**src/rtl/ahb_periph_bridge.sv**
```systemverilog
// ahb_periph_bridge: AHB-Lite subordinate that drives a simple byte-strobed
// peripheral port. Writes have zero wait states; reads have one wait state.
// Optional feature macro: BRIDGE_ALIGN_CHECK_EN. When it is defined, oversized
// and misaligned transfers get a two-cycle ERROR response and do not touch
// the peripheral. When it is undefined, every transfer is legal and HRESP is 0.
module ahb_periph_bridge #(
  parameter int AW = 8
) (
  input  logic          clk,
  input  logic          rstn,
  input  logic          HSEL,
  input  logic [31:0]   HADDR,
  input  logic [1:0]    HTRANS,
  input  logic [2:0]    HSIZE,
  input  logic          HWRITE,
  input  logic [31:0]   HWDATA,
  input  logic          HREADY,
  output logic          HREADYOUT,
  output logic          HRESP,
  output logic [31:0]   HRDATA,
  output logic [AW-1:0] addrIn,
  output logic [AW-1:0] addrOut,
  output logic [3:0]    sizeDecode,
  output logic [31:0]   dataIn,
  input  logic [31:0]   dataOut
);

  localparam logic [2:0] ST_IDLE    = 3'd0;
  localparam logic [2:0] ST_WRITE   = 3'd1;
  localparam logic [2:0] ST_RD_WAIT = 3'd2;
  localparam logic [2:0] ST_RD_DATA = 3'd3;
  localparam logic [2:0] ST_ERR1    = 3'd4;
  localparam logic [2:0] ST_ERR2    = 3'd5;

  logic [2:0]    state_q, state_d;
  logic [AW-1:0] addr_in_q, addr_in_d;
  logic [AW-1:0] addr_out_q, addr_out_d;
  logic [3:0]    strb_q, strb_d;
  logic          accept_s;
  logic          illegal_s;
  logic          unused_s;

  // Byte-lane strobes for a transfer. Sizes above a half-word select all
  // four lanes; misaligned halves and words ignore the low address bits.
  function automatic logic [3:0] lane_strobes(input logic [2:0] size,
                                               input logic [1:0] addr_lo);
    logic [3:0] strb;
    case (size)
      3'd0:    strb = 4'b0001 << addr_lo;
      3'd1:    strb = addr_lo[1] ? 4'b1100 : 4'b0011;
      default: strb = 4'b1111;
    endcase
    return strb;
  endfunction

  // Upper address bits and HTRANS[0] (SEQ vs NONSEQ) do not affect the bridge.
  assign unused_s = ^{HADDR[31:AW+2], HTRANS[0]};

  assign accept_s = HSEL & HREADY & HTRANS[1];

`ifdef BRIDGE_ALIGN_CHECK_EN
  assign illegal_s = (HSIZE > 3'd2) ||
                     ((HSIZE == 3'd1) && HADDR[0]) ||
                     ((HSIZE == 3'd2) && (HADDR[1:0] != 2'b00));
`else
  assign illegal_s = 1'b0;
`endif

  // Next-state decode; accepts are decoded identically in every state
  // that presents HREADYOUT=1, giving back-to-back transfers.
  always_comb begin
    state_d    = state_q;
    addr_in_d  = addr_in_q;
    addr_out_d = addr_out_q;
    strb_d     = strb_q;
    case (state_q)
      ST_RD_WAIT: state_d = ST_RD_DATA;
      ST_ERR1:    state_d = ST_ERR2;
      ST_IDLE, ST_WRITE, ST_RD_DATA, ST_ERR2: begin
        if (accept_s) begin
          if (illegal_s) begin
            state_d = ST_ERR1;
          end else if (HWRITE) begin
            state_d   = ST_WRITE;
            addr_in_d = HADDR[AW+1:2];
            strb_d    = lane_strobes(HSIZE, HADDR[1:0]);
          end else begin
            state_d    = ST_RD_WAIT;
            addr_out_d = HADDR[AW+1:2];
          end
        end else begin
          state_d = ST_IDLE;
        end
      end
      default: state_d = ST_IDLE;
    endcase
  end

  // State and address/strobe registers with asynchronous reset.
  always_ff @(posedge clk or negedge rstn) begin
    if (!rstn) begin
      state_q    <= ST_IDLE;
      addr_in_q  <= '0;
      addr_out_q <= '0;
      strb_q     <= 4'b0000;
    end else begin
      state_q    <= state_d;
      addr_in_q  <= addr_in_d;
      addr_out_q <= addr_out_d;
      strb_q     <= strb_d;
    end
  end

  assign addrIn  = addr_in_q;
  assign addrOut = addr_out_q;

  // Bus handshake: stall only during the read wait and the first error cycle.
  always_comb begin
    if ((state_q == ST_RD_WAIT) || (state_q == ST_ERR1)) begin
      HREADYOUT = 1'b0;
    end else begin
      HREADYOUT = 1'b1;
    end
  end

`ifdef BRIDGE_ALIGN_CHECK_EN
  // ERROR response across both error cycles.
  always_comb begin
    if ((state_q == ST_ERR1) || (state_q == ST_ERR2)) begin
      HRESP = 1'b1;
    end else begin
      HRESP = 1'b0;
    end
  end
`else
  assign HRESP = 1'b0;
`endif

  // Peripheral write port: strobes and write data only in the write data
  // phase; state resets asynchronously so a reset cancels a pending write.
  always_comb begin
    if (state_q == ST_WRITE) begin
      sizeDecode = strb_q;
      dataIn     = HWDATA;
    end else begin
      sizeDecode = 4'b0000;
      dataIn     = 32'h0000_0000;
    end
  end

  // Read data is forwarded from the peripheral register in the last read cycle.
  always_comb begin
    if (state_q == ST_RD_DATA) begin
      HRDATA = dataOut;
    end else begin
      HRDATA = 32'h0000_0000;
    end
  end

endmodule
```
**config.mk**
```make
export PLATFORM = sky130hd
export DESIGN_NAME = ahb_periph_bridge
export DESIGN_NICKNAME = d
export VERILOG_FILES = /design/src/rtl/ahb_periph_bridge.sv
export SDC_FILE = /design/constraint.sdc
export NUM_CORES = 1
export LEC_CHECK = 0
export ABC_AREA = 1
export CAP_MARGIN = 20
export CELL_PAD_IN_SITES_DETAIL_PLACEMENT = 1
export CELL_PAD_IN_SITES_GLOBAL_PLACEMENT = 2
export CORE_MARGIN = 5
export CORE_UTILIZATION = 10
export CTS_BUF_LIST = sky130_fd_sc_hd__clkbuf_4
export DETAILED_ROUTE_END_ITERATION = 16
export PLACE_DENSITY_LB_ADDON = 0.1
export SYNTH_ARGS = -nofsm -noshare
export SYNTH_HDL_FRONTEND = slang
export SYNTH_SLANG_ARGS = --single-unit
```
**constraint.sdc**
```tcl
create_clock -name clk -period 1.4 [get_ports clk]
set_input_delay 0.42 -clock clk [delete_from_list [all_inputs] [get_ports clk]]
set_output_delay 0.42 -clock clk [all_outputs]
set_load 0.01 [all_outputs]
```
==> results of run 1 <==
-- worst reg2reg max path, cell delays in order (launching register included) --
cell	delay [ns]
sky130_fd_sc_hd__dfrtp_1	0.39
sky130_fd_sc_hd__buf_6	0.12
sky130_fd_sc_hd__nor2_4	0.05
sky130_fd_sc_hd__buf_4	0.12
sky130_fd_sc_hd__buf_6	0.10
sky130_fd_sc_hd__buf_6	0.10
sky130_fd_sc_hd__a21oi_4	0.18
sky130_fd_sc_hd__nor2_4	0.07
sky130_fd_sc_hd__buf_6	0.14
sky130_fd_sc_hd__nand2_1	0.06
sky130_fd_sc_hd__nand2_1	0.05
-- state kept, by name, summed over array words and instances, names as in the netlist --
signal and flops:
state_q 3, strb_q 4, addrOut 8, addrIn 8
-- cell type report --
type | instances | area (µm²) | share of cell area, %
timing repair buffer | 206 | 1860 | 48.3
multi-input combinational | 163 | 825 | 21.4
sequential | 23 | 576 | 15.0
inverter | 76 | 288 | 7.48
tap | 216 | 270 | 7.03
clock buffer | 4 | 30.0 | 0.781
-- path summary, 6_finish.rpt --
kind / endpoint / slack, ns / depth (start not counted)
worst min register to register: addrIn[5]$_DFFE_PN0P_ / 0.49 / 2
min in group clk: addrIn[5]$_DFFE_PN0P_ / 0.49 / 2
max in group asynchronous: state_q[1]$_DFF_PN0_ / 0.83 / 2
worst max-delay path: dataIn[7] / -0.53 / 6
worst max register to register: addrIn[5]$_DFFE_PN0P_ / -0.08 / 10
worst min-delay path: addrOut[4]$_DFFE_PN0P_ / 0.43 / 2
-- routing by layer --
| layer | vias to the layer above | wire (µm) | GRT usage (%) |
|---|---|---|---|
| li1 | 1159 | - | - |
| met1 | 1022 | 3450 | 9.99 |
| met2 | 94 | 3910 | 15.0 |
| met3 | 2 | 809 | 2.45 |
| met4 | 0 | 24 | 1.34 |
| met5 | - | 0 | 0 |
-- report_power, final --
| part | switching, µW | leakage [µW] | internal [µW] |
|---|---|---|---|
| registers | 144 | 0.000290 | 899 |
| logic | 1200 | 0.00174 | 1270 |
| clock network | 220 | 0.0000184 | 131 |
| total | 1560 | 0.00205 | 2300 |
-- cells in the final DEF (no fill, tap or decap), types with 2 or more instances in the layout --
cell type	count
sky130_fd_sc_hd__clkdlybuf4s50_1	82
sky130_fd_sc_hd__inv_1	73
sky130_fd_sc_hd__nand2_1	48
sky130_fd_sc_hd__buf_2	47
sky130_fd_sc_hd__nor2_1	46
sky130_fd_sc_hd__clkdlybuf4s15_2	32
sky130_fd_sc_hd__nor2_2	28
sky130_fd_sc_hd__buf_4	25
sky130_fd_sc_hd__dfrtp_1	23
sky130_fd_sc_hd__nand3_1	20
sky130_fd_sc_hd__buf_6	15
sky130_fd_sc_hd__nand2_2	7
sky130_fd_sc_hd__clkbuf_4	4
sky130_fd_sc_hd__buf_12	4
sky130_fd_sc_hd__nor2_4	3
sky130_fd_sc_hd__nand2_4	2
sky130_fd_sc_hd__inv_2	2
-- what timing repair did --
item,CTS,global route
pin swaps,4,12
hold buffers,0,0
setup buffers,12,6
gates resized for setup,325,34
setup endpoints to repair,98,94
-- kinds of logic (layout without fill, tap and decap cells) --
family                 count (synthesis)  in the layout
DFF                                   23             23
buffers and inverters                 85            286
AOI/OAI and AO/OA                      2              2
and+or+nand+nor                      160            160
other                                  1              1
-- metrics by stage --
stage	hold slack [ns]	cells	setup TNS (ns)	utilization, %
finish	0.428	688	-33.69	24.6
global route	0.433	688	-41.73	24.6
CTS	0.418	685	-37.76	24.2
detailed placement	0.464	669	-44.59	23.9
global placement	0.452	669	-44.00	23.9
floorplan	0.124	271	-0.201	-
==> results.toml, run 1 <==
[floorplanning]
die_h_um = 136
initial_core_util_pct = 10.1
die_x_um = 136
design.die.area_um2 = 18400
io_pins = 192
coreArea_um2 = 15700
rows = 46

[synthesis]
synth_fa_ha_area_share_pct = 0
ys_async_sr_fraction_pct = 100
synth_top_cell_area_share_pct = 36.5
portion_of_netlist_area_occupied_by_mux_cells_pct = 0
edff_count_synth = 0
synth_seq_area_share_pct = 36.5
postSynth.topFlopCell = "sky130_fd_sc_hd__dfrtp_1"
synth_simple_gate_area_share_pct = 41.2
synth_compound_gate_area_share_pct = 0.872
synthesis.nets = 377
netlist_instances = 271
yosys_register_bits = 23
syn_area_per_cell_um2 = 5.82
largest_family_of_logic_cells_by_synthesized_area = "simple AND/OR/NAND/NOR gates"
synth_xor_xnor_area_share_pct = 0
synth_cell_types = 17
synth_area_leader_cell = "sky130_fd_sc_hd__dfrtp_1"
post_synth_main_area_contributors = "sky130_fd_sc_hd__dfrtp_1 (36%), sky130_fd_sc_hd__nor2_1 (18%), sky130_fd_sc_hd__inv_1 (18%)"
post_synth_instance_area_um2 = 1580
netlist_top_cells_count = "sky130_fd_sc_hd__nor2_1 (76), sky130_fd_sc_hd__inv_1 (74), sky130_fd_sc_hd__nand2_1 (57)"
synth.most_common_cell = "sky130_fd_sc_hd__nor2_1"
synth-warning-count = 0

[detailed_routing]
detailroute.via_count = 2277
ant_nets = 0
vias_per_cell = 3.31
wl_mm = 8.20
drc_errors_left = 0
route.detailed.wl_per_inst_um = 11.9
drt_iter0_markers = 35
firstDrtPassIters = 4

[clocking]
cts-htree-levels = 1
cts-root-to-sink-buffers = 2
tritoncts.num_buffers = 3
clk_pin_slew_worst_paths_ns = 0.14
ctsRootBufferMaster = "sky130_fd_sc_hd__clkbuf_4"
clock_latency_ns = 0.32
clkSinkCount = 23
cts_tree = "done"

[layout]
share_of_final_layout_standard_cells_stronger_than_drive_strength_1_pct = 37.5
num_antenna_cells = 0
n_fill_cell = 1927
layout-area-overhead-vs-synth_pct = 144
fin_nets = 579
post-route-cell-area_um2 = 3850

[power_and_ir_drop]
power_leakage_uw = 0.00205
power_per_cell_area_nw_per_um2 = 1000
ir_worst_vdd_uv = 343
post-layout-total-power_uw = 3860

[critical_path]
timing.setup.critical_path_class = "reg2out"
crit_required_ns = 0.98
cpPeakStageDelay_ns = 0.42
crit_path_max_fanout = 24
worst_setup_path_startpoint = "state_q[2]$_DFF_PN0_"
critical_path.cell_chain = "buf_6 > nor2_4 > nand2_4 > buf_12 > nor2_2 > buf_2"
worstPathBufferInverterCount = 3
cpLargestDelayFamily = "buffers and inverters"
cp_data_arrival_time_ns = 1.51
crit_reg_reg_startpoint = "state_q[2]$_DFF_PN0_"
critical-path-slowest-cell = "sky130_fd_sc_hd__dfrtp_1"
worst_setup_path_end_kind = "primary output"
worstSetupStartpointType = "flip-flop"

[timing]
skew_ns = 0.00195
period_share_pct = 138
timing_hold_violations_final = 0
grt_setup_unrepaired = "yes"
layout_min_cycle_time_ns = 1.93
highest_clock_rate_mhz = 519
timing.final.max_slew_violations = 0
layout_setup_ws_ns = -0.526
setup_viol = 90

[placement]
place_ws_ns = -0.613
place_hpwl_mm = 6.68
detailed_place.area_um2 = 3740
place_congestion = 0.698
buffer_ports.inserted = 167

[global_routing]
maximum_number_of_pins_on_one_net_before_global_route_repair = 33
antenna_violations_before_repair = 0
grt_pass1_vias = 2390
globalRouteOverflowTotal = 0
grt_use_total_pct = 8.33
global_route_wire_length_before_repair_mm = 12.6

[run_status]
outcome = "finished with violations"
failed_checks = "negative setup slack"

[job]
maxCapViolations = 0

[min_path]
min_path_type = "in2async"
(Power assumes the default switching activity.)
==> inputs of run 2 (changes only) <==
Settings changed: CORE_UTILIZATION 10 to 12, CTS_CLUSTER_DIAMETER set to 120.
Clock period 1.4 ns to 2.4 ns, I/O delays scaled along.
==> run 2 against run 1 <==
The run now ends clean. Core utilization rose by 2.2 points. Routed wire length down 4.2%. Total power decreased by 49%. Non-clock buffer count decreased by 33. Register-to-register slack better by 1.1 ns. Setup slack gained 0.61 ns. Combinational power down 53%. Cell count down 11%. Cell area shrank 11%. First-iteration DRC count increased by 34%. Critical path type is now in2out.
==> results.toml, run 2 (synthesized netlist as in run 1, its figures left out) <==
[run_status]
outcome = "complete, no violations"

[critical_path]
crit_path_max_fanout = 1
cpPeakStageDelay_ns = 0.46
regToRegEndpoint = "strb_q[1]$_DFFE_PN0P_"
crit_required_ns = 1.68
timing.setup.critical_path_class = "in2out"
worstPathBufferInverterCount = 3
crit_reg_reg_startpoint = "state_q[1]$_DFF_PN0_"
worst_setup_path_end_kind = "primary output"
worstSetupStartpointType = "primary input"
cpLargestDelayFamily = "buffers and inverters"
critical-path-slowest-cell = "sky130_fd_sc_hd__clkdlybuf4s50_1"
critical_path.cell_chain = "clkdlybuf4s50_1 > inv_1 > nor2_1 > dlygate4sd2_1"
worst-path-stages = 4
reg2regPathDepth = 7
worst_setup_path_startpoint = "dataOut[2]"
ff2ff_setup_slack_ns = 1.00
cp_data_arrival_time_ns = 1.60
worstSetupEndpoint = "HRDATA[2]"

[detailed_routing]
route.detailed.wl_per_inst_um = 12.8
detailroute.via_count = 2124
vias_per_cell = 3.48
ant_nets = 0
drt_iter0_markers = 47
wl_mm = 7.85
drc_errors_left = 0
firstDrtPassIters = 4

[global_routing]
globalRouteOverflowTotal = 0
global_route_wire_length_before_repair_mm = 12.3
grt_use_total_pct = 9.50
antenna_violations_before_repair = 0
grt_pass1_vias = 2193
maximum_number_of_pins_on_one_net_before_global_route_repair = 37

[clocking]
clock_latency_ns = 0.31
clk_pin_slew_worst_paths_ns = 0.13
tritoncts.num_buffers = 3
clkSinkCount = 23
cts-root-to-sink-buffers = 2
cts_tree = "done"
ctsRootBufferMaster = "sky130_fd_sc_hd__clkbuf_4"
cts-htree-levels = 1

[timing]
grt_setup_unrepaired = "no"
timing_hold_violations_final = 0
timing.final.max_slew_violations = 0
fin_worst_hold_slack_ns = 0.490
layout_min_cycle_time_ns = 2.32
skew_ns = 0.00276
setup_viol = 0
period_share_pct = 96.5
highest_clock_rate_mhz = 432

[placement]
place_hpwl_mm = 6.52
buffer_ports.inserted = 167
place_congestion = 0.788

[floorplanning]
die_x_um = 125
die_h_um = 125
initial_core_util_pct = 12.4
coreArea_um2 = 12800
rows = 41
design.die.area_um2 = 15500
io_pins = 192

[layout]
share_of_final_layout_standard_cells_stronger_than_drive_strength_1_pct = 5.92
mostFrequentLayoutCells = "sky130_fd_sc_hd__clkdlybuf4s50_1 (98), sky130_fd_sc_hd__nor2_1 (75), sky130_fd_sc_hd__inv_1 (74)"
num_antenna_cells = 0
fin_nets = 546
postLayoutCoreUtil_pct = 26.8
layout-area-overhead-vs-synth_pct = 117
layout_commonest_cell = "sky130_fd_sc_hd__clkdlybuf4s50_1"

[min_path]
min_path_cells = 2
min_path_type = "reg2reg"

[power_and_ir_drop]
power_leakage_uw = 0.00198
ir_worst_vdd_uv = 313
power_per_cell_area_nw_per_um2 = 575

[job]
maxCapViolations = 0
run 2: final cells by class:
type,count,area [µm²]
clock buffer,4,30.0
fill,1603,9350
inverter,76,285
multi-input combinational,163,669
sequential,23,576
tap,172,215
timing repair buffer,173,1640
run 2: power breakdown:
group | leakage (µW) | internal, µW | switching (µW)
logic | 0.00167 | 591 | 575
registers | 0.000290 | 524 | 84.3
clock network | 0.0000184 | 76.1 | 117
total | 0.00198 | 1190 | 776
run 2: stage by stage:
| stage | power (µW) | std cells | setup TNS [ns] | setup WS [ns] | area (µm²) |
|---|---|---|---|---|---|
| after floorplan | 1080 | 271 | 0 | 0.607 | 1580 |
| after global placement | 1920 | 607 | -10.77 | -0.193 | 3480 |
| after detailed placement | 1930 | 607 | -11.40 | -0.202 | 3480 |
| after CTS | 2030 | 611 | 0 | 0.00174 | 3430 |
| after global routing | 2150 | 611 | 0 | 0.000573 | 3420 |
| final | 1970 | 611 | 0 | 0.0844 | 3420 |
run 2: worst min-delay path, cell delays in order (launching register included):
cell and delay [ns]:
sky130_fd_sc_hd__dfrtp_1 0.37, sky130_fd_sc_hd__nand2_1 0.05, sky130_fd_sc_hd__nand2_1 0.05
run 2: worst min path at each step:
stage	slack, ns	end	startpoint
floorplan	0.42	addrIn[0]$_DFFE_PN0P_	rstn
global placement	0.46	addrOut[7]$_DFFE_PN0P_	addrOut[7]$_DFFE_PN0P_
detailed placement	0.46	addrIn[3]$_DFFE_PN0P_	addrIn[3]$_DFFE_PN0P_
CTS	0.50	addrIn[2]$_DFFE_PN0P_	addrIn[2]$_DFFE_PN0P_
global route	0.52	addrOut[5]$_DFFE_PN0P_	addrOut[5]$_DFFE_PN0P_
finish	0.49	addrIn[2]$_DFFE_PN0P_	addrIn[2]$_DFFE_PN0P_
run 2: routing by layer:
layer	track usage [%]	up-vias	share of wire [%]
met1	12.1	937	45
met5	0	-	0
li1	-	1094	-
met2	16.2	91	47
met4	1.16	0	0.22
met3	2.96	2	8.3
run 2: what timing repair did:
action | in CTS | in global routing
resized for setup | 71 | 31
buffers inserted | 0 | 0
setup endpoints to repair | 69 | 23
hold buffers | 0 | 0
==> inputs of run 3 (changes only) <==
Settings changed: SLEW_MARGIN set to 25.
==> results of run 3 <==
Same layout as run 2: the final DEF is identical, and so are final timing and power.
